===== config.mk =====
export PLATFORM = sky130hd
export DESIGN_NAME = multicycle_ctrl
export DESIGN_NICKNAME = d
export VERILOG_FILES = /design/src/rtl/mips_pkg.sv /design/src/rtl/alu_decoder.sv /design/src/rtl/multicycle_ctrl.sv
export SDC_FILE = /design/constraint.sdc
export NUM_CORES = 1
export LEC_CHECK = 0
export CORE_MARGIN = 10
export CORE_UTILIZATION = 36
export CTS_CLUSTER_DIAMETER = 150
export DETAILED_ROUTE_END_ITERATION = 16
export PLACE_DENSITY = 0.83
export SYNTH_ARGS = -nofsm -noshare
export SYNTH_HDL_FRONTEND = slang
export SYNTH_SLANG_ARGS = --single-unit

===== constraint.sdc =====
create_clock -name sys_clk -period 1.63 [get_ports sys_clk]
set_input_delay 0.326 -clock sys_clk [delete_from_list [all_inputs] [get_ports sys_clk]]
set_output_delay 0.326 -clock sys_clk [all_outputs]
set_load 0.01 [all_outputs]

===== src/rtl/mips_pkg.sv =====
// Shared definitions for the multicycle MIPS control path.
//   state_t      : the twelve controller states
//   OP_* / FN_*  : opcode and R-type funct encodings of the supported subset
//   ALU_*        : 3-bit ALU operation codes
//   SRCB_*       : ALUSrcB mux selects
//   PCSRC_*      : PC source mux selects
package mips_pkg;

    typedef enum logic [3:0] {
        FETCH   = 4'd0,
        DECODE  = 4'd1,
        MEMADR  = 4'd2,
        MEMRD   = 4'd3,
        MEMWB   = 4'd4,
        MEMWR   = 4'd5,
        EXECUTE = 4'd6,
        ALUWB   = 4'd7,
        BRANCH  = 4'd8,
        ADDIEX  = 4'd9,
        ADDIWB  = 4'd10,
        JUMP    = 4'd11
    } state_t;

    localparam logic [5:0] OP_RTYPE = 6'b000000;
    localparam logic [5:0] OP_LW    = 6'b100011;
    localparam logic [5:0] OP_SW    = 6'b101011;
    localparam logic [5:0] OP_BEQ   = 6'b000100;
    localparam logic [5:0] OP_ADDI  = 6'b001000;
    localparam logic [5:0] OP_J     = 6'b000010;

    localparam logic [5:0] FN_ADD = 6'b100000;
    localparam logic [5:0] FN_SUB = 6'b100010;
    localparam logic [5:0] FN_AND = 6'b100100;
    localparam logic [5:0] FN_OR  = 6'b100101;
    localparam logic [5:0] FN_SLT = 6'b101010;

    localparam logic [2:0] ALU_ADD = 3'b010;
    localparam logic [2:0] ALU_SUB = 3'b110;
    localparam logic [2:0] ALU_AND = 3'b000;
    localparam logic [2:0] ALU_OR  = 3'b001;
    localparam logic [2:0] ALU_SLT = 3'b111;

    localparam logic [1:0] SRCB_RD2     = 2'b00;
    localparam logic [1:0] SRCB_FOUR    = 2'b01;
    localparam logic [1:0] SRCB_IMM     = 2'b10;
    localparam logic [1:0] SRCB_IMM_SH2 = 2'b11;

    localparam logic [1:0] PCSRC_ALU    = 2'b00;
    localparam logic [1:0] PCSRC_ALUOUT = 2'b01;
    localparam logic [1:0] PCSRC_JUMP   = 2'b10;

endpackage


===== src/rtl/alu_decoder.sv =====
// R-type funct decoder.
//   funct       in  6  instr[5:0]
//   alu_op      out 3  ALU operation for the funct (ALU_ADD when unsupported)
//   funct_valid out 1  funct is one of add/sub/and/or/slt
module alu_decoder
    import mips_pkg::*;
(
    input  logic [5:0] funct,
    output logic [2:0] alu_op,
    output logic       funct_valid
);

    always_comb begin
        alu_op      = ALU_ADD;
        funct_valid = 1'b1;
        case (funct)
            FN_ADD:  alu_op = ALU_ADD;
            FN_SUB:  alu_op = ALU_SUB;
            FN_AND:  alu_op = ALU_AND;
            FN_OR:   alu_op = ALU_OR;
            FN_SLT:  alu_op = ALU_SLT;
            default: funct_valid = 1'b0;
        endcase
    end

endmodule


===== src/rtl/multicycle_ctrl.sv =====
// Moore control FSM for a multicycle MIPS datapath (R-type, lw, sw, beq,
// addi, j). Outputs are a combinational decode of the registered state,
// qualified by zero / mem_ready / opcode / funct where the state needs them.
//   sys_clk, sys_rst_n : clock, synchronous active-low reset
//   opcode, funct      : fields of the instruction register
//   zero, mem_ready    : ALU zero flag, memory access completes this cycle
//   PCEn .. PCSrc      : datapath enables and mux selects
//   illegal            : one-cycle pulse in DECODE on unsupported instruction
//   state_o            : current state encoding (debug)
module multicycle_ctrl
    import mips_pkg::*;
#(
    parameter int STATE_W = 4
) (
    input  logic               sys_clk,
    input  logic               sys_rst_n,
    input  logic [5:0]         opcode,
    input  logic [5:0]         funct,
    input  logic               zero,
    input  logic               mem_ready,
    output logic               PCEn,
    output logic               IorD,
    output logic               IRWrite,
    output logic               MemWrite,
    output logic               RegDst,
    output logic               MemtoReg,
    output logic               RegWrite,
    output logic               ALUSrcA,
    output logic [1:0]         ALUSrcB,
    output logic [2:0]         ALUOp,
    output logic [1:0]         PCSrc,
    output logic               illegal,
    output logic [STATE_W-1:0] state_o
);

    state_t     state, next_state;
    logic [2:0] funct_op;
    logic       funct_valid;
    logic       pc_write;
    logic       branch;

    alu_decoder u_alu_decoder (
        .funct       (funct),
        .alu_op      (funct_op),
        .funct_valid (funct_valid)
    );

    always_ff @(posedge sys_clk) begin
        if (!sys_rst_n) state <= FETCH;
        else            state <= next_state;
    end

    assign state_o = STATE_W'(state);

    always_comb begin
        next_state = FETCH;
        pc_write   = 1'b0;
        branch     = 1'b0;
        IorD       = 1'b0;
        IRWrite    = 1'b0;
        MemWrite   = 1'b0;
        RegDst     = 1'b0;
        MemtoReg   = 1'b0;
        RegWrite   = 1'b0;
        ALUSrcA    = 1'b0;
        ALUSrcB    = SRCB_RD2;
        ALUOp      = 3'b000;
        PCSrc      = PCSRC_ALU;
        illegal    = 1'b0;

        case (state)
            FETCH: begin
                ALUSrcB    = SRCB_FOUR;
                ALUOp      = ALU_ADD;
                IRWrite    = mem_ready;
                pc_write   = mem_ready;
                next_state = mem_ready ? DECODE : FETCH;
            end
            DECODE: begin
                // Branch target is computed speculatively into ALUOut here.
                ALUSrcB = SRCB_IMM_SH2;
                ALUOp   = ALU_ADD;
                case (opcode)
                    OP_RTYPE: begin
                        if (funct_valid) next_state = EXECUTE;
                        else             illegal    = 1'b1;
                    end
                    OP_LW, OP_SW: next_state = MEMADR;
                    OP_BEQ:       next_state = BRANCH;
                    OP_ADDI:      next_state = ADDIEX;
                    OP_J:         next_state = JUMP;
                    default:      illegal    = 1'b1;
                endcase
            end
            MEMADR: begin
                ALUSrcA = 1'b1;
                ALUSrcB = SRCB_IMM;
                ALUOp   = ALU_ADD;
                // IR still holds the lw/sw that got us here.
                next_state = (opcode == OP_SW) ? MEMWR : MEMRD;
            end
            MEMRD: begin
                IorD       = 1'b1;
                next_state = mem_ready ? MEMWB : MEMRD;
            end
            MEMWB: begin
                MemtoReg = 1'b1;
                RegWrite = 1'b1;
            end
            MEMWR: begin
                IorD       = 1'b1;
                MemWrite   = 1'b1;
                next_state = mem_ready ? FETCH : MEMWR;
            end
            EXECUTE: begin
                ALUSrcA    = 1'b1;
                ALUOp      = funct_op;
                next_state = ALUWB;
            end
            ALUWB: begin
                RegDst   = 1'b1;
                RegWrite = 1'b1;
            end
            BRANCH: begin
                ALUSrcA = 1'b1;
                ALUOp   = ALU_SUB;
                PCSrc   = PCSRC_ALUOUT;
                branch  = 1'b1;
            end
            ADDIEX: begin
                ALUSrcA    = 1'b1;
                ALUSrcB    = SRCB_IMM;
                ALUOp      = ALU_ADD;
                next_state = ADDIWB;
            end
            ADDIWB: RegWrite = 1'b1;
            JUMP: begin
                PCSrc    = PCSRC_JUMP;
                pc_write = 1'b1;
            end
            default: next_state = FETCH;
        endcase

        PCEn = pc_write | (branch & zero);

        // Reset masks every strobe so an abandoned instruction writes nothing.
        if (!sys_rst_n) begin
            PCEn     = 1'b0;
            IorD     = 1'b0;
            IRWrite  = 1'b0;
            MemWrite = 1'b0;
            RegDst   = 1'b0;
            MemtoReg = 1'b0;
            RegWrite = 1'b0;
            ALUSrcA  = 1'b0;
            ALUSrcB  = SRCB_RD2;
            ALUOp    = ALU_ADD;
            PCSrc    = PCSRC_ALU;
            illegal  = 1'b0;
        end
    end

endmodule


==> summary.txt <==
Run status: finished with violations
Failing checks: setup timing
Worst setup endpoint: illegal
Final Total Pwr: 473 uW
DPL Wire Length: 2.41 mm
Die height: 65.3 um
IO Pins: 36
Layout fillers: 133
Core Box Area: 0.00196 sq mm
Reg area: 95.1 sq um
DR pass1 iterations: 4
GPL Wtd Cong: 0.849
Detailed Route Iter0 Violations: 36
Post-DP Area: 0.00135 sq mm
Clock Root Buffer: clkbuf_4
Critical R2R Launch: state_o[0]$_SDFF_PN0_
Min cycle time layout: 1.75 ns
Footprint of the multi-input gates: 793 sq um
Rows: 16
Area Growth Syn to Fin: 122%
Mapped Nets: 122
R2r setup slk: -0.02 ns
Die ar.: 0.00426 sq mm
Ranking of synthesized cells by area: dfxtp_1, nor3_1, nor2b_1
Pin count of the biggest net entering global routing: 13
Syn_area_per_cell: 6.96 sq um
Wire length per cell: 19.3 um
Mapped cell area: 738 sq um
Sequential-to-total area share from yosys stat: 10.8%
Crit path DAT: 1.43 ns
Worst-skew pair later-pin latency: 0.25 ns
Max reg flops: 4
Worst hold path class: in -> reg
Worst relative slew slack: 76.4%
Startpoint Class: input port
Required @ worst endpoint: 1.30 ns
Final hold violation count: 0
Via count: 1243
Fin nets: 205
Grt ovf: 0
Period utilization: 108%
# diodes: 0
Most frequent cells in the layout: buf_4, buf_2, buf_6, dlygate4sd2_1, a21oi_1
CP most frequent cell: buf_6
Total GRT Usage: 17.3%
Worst VDD drop: 263 uV
Cell taking the most area after synthesis: dfxtp_1
Cells after Synth: 106
Layout cells sized above 1: 66.3%
Synth Warn #: 0
Util after Layout: 83.7%
DR vias/cell: 5.81
Critical path's largest stage delay: 0.32 ns
Yosys reg bits: 4
Final WL: 4.14 mm
First-pass GRT wire length: 6.01 mm
R2R cell count: 6
Main synth FF type: dfxtp_1
Commonest non-fill, non-tap cell in the layout: buf_4
Netlist cell types: 41
Slowest cell on crit path: nor4_4
Antenna violations before repair: 0
Vias in the first global route: 1305
Cell Pwr Density: 288 mW/mm^2
Crit Path Category: in -> out
Number of flops mapped to enable cells by yosys: 0
RR Endpoint: state_o[1]$_SDFF_PN0_
CTS buffer count: 3
Final setup viols: 9
Peak Freq: 570 MHz
Maximum root-to-sink buffer count: 2
Slew @ Worst Pin: 0.351 ns
Max cap viols: 0
Die X: 65.3 um
RSZ-0062 raised after global routing: true
Max Slew Vio Count: 0
CTS H-tree depth: 1
Reg clk slew, reported paths: 0.04 ns
Leak pwr: 0.000766 uW
Post-route cell area: 0.00164 sq mm
Endpoint class of the critical path: output pin
CTS tree: built
Starting Density: 37.6%
Ys async rst share: 0%
Worst path cell trace: buf_6 -> buf_6 -> nor4_4 -> o21a_1 -> nand3_2 -> o311a_1 -> buf_2
Final Skew: 0.000728 ns
Final setup margin: -0.124 ns
CP Max Fanout: 6
Proportion of netlist area held by the largest area contributor: 10.8%
Number of routed nets with antenna violations: 0
Setup TNS: -0.619 ns
Crit. Startpoint: opcode[3]
Clock sinks: 4
PortBufs: 35
DRC: 0
==> per-layer routing <==
| layer | track usage, % | wire, um | vias up | part of all wire [%] |
|---|---|---|---|---|
| met5 | 0 | 0 | - | 0 |
| met4 | 7.49 | 95 | 0 | 2.3 |
| met3 | 4.58 | 223 | 10 | 5.4 |
| met2 | 31.7 | 2240 | 58 | 54 |
| met1 | 17.9 | 1580 | 610 | 38 |
| li1 | - | - | 565 | - |
==> report_power, final <==
part,leakage [uW],switching [uW],internal [uW],total [uW]
sequential,0.0000355,6.08,95.8,102
combinational,0.000717,113,120,233
clock,0.0000138,55.1,83.3,138
==> stage by stage <==
stage / setup slack [ns] / cells / hold slack (ns)
2_1_floorplan: -0.0173 / 106 / 0.636
3_3_place_gp: -0.826 / 195 / 0.679
3_5_place_dp: -0.895 / 195 / 0.705
4_1_cts: -0.155 / 212 / 0.619
5_1_grt: -0.182 / 214 / 0.668
6_report: -0.124 / 214 / 0.657
==> critical path, delay by kind of cell <==
kind / cells / cell delay, ns
buffers and inverters: 3 / 0.35
AO/OA/AOI/OAI: 2 / 0.34
AND/OR/NAND/NOR: 2 / 0.39
==> synthesized netlist by cell type, drive strengths merged (2+ instances only) <==
cell	instances
a21oi	8
and2b	2
clkbuf	2
buf	7
nand2	7
o21ai	7
nor4b	2
nor2b	7
xnor2	2
nor3b	3
o21a	4
dfxtp	4
nand2b	4
nor4	2
nand3	6
nor2	7
nor3	12
==> timing repair <==
item | in CTS | in global routing
pin swaps | 8 | 10
gates resized for setup | 147 | 34
hold buffers | 0 | 0
endpoints found under the setup margin | 23 | 20
buffers inserted | 19 | 2
==> area by class of cell <==
type                    count  area share (%)
multi-input cells          92            48.3
repair buffers             87            42.2
flip-flops and latches      4            5.79
well taps                  27            2.06
clock buffers               3            1.37
inverters                   1           0.229
==> how the worst min path moves through the flow <==
stage / from / end / slack [ns] / cells after the start
CTS: opcode[0] / state_o[3]$_SDFF_PN0_ / 0.62 / 5
global route: opcode[0] / state_o[1]$_SDFF_PN0_ / 0.67 / 5
floorplan: state_o[0]$_SDFF_PN0_ / state_o[0] / 0.64 / 0
finish: opcode[0] / state_o[3]$_SDFF_PN0_ / 0.66 / 5
detailed placement: state_o[2]$_SDFF_PN0_ / state_o[1]$_SDFF_PN0_ / 0.70 / 2
global placement: state_o[0]$_SDFF_PN0_ / state_o[0]$_SDFF_PN0_ / 0.68 / 3
==> logic make-up (layout without fill, tap and decap cells) <==
group                  count (synthesis)  after routing  share of synthesized area (%)
AND/OR/NAND/NOR                       57             57                           47.1
buffers and inverters                 10             91                           6.10
XOR/XNOR                               2              2                           2.37
multiplexers                           1              1                           1.53
AO/OA/AOI/OAI                         32             32                           32.0
flip-flops                             4              4                           10.8
No activity file was read; power rests on OpenSTA's default activity.
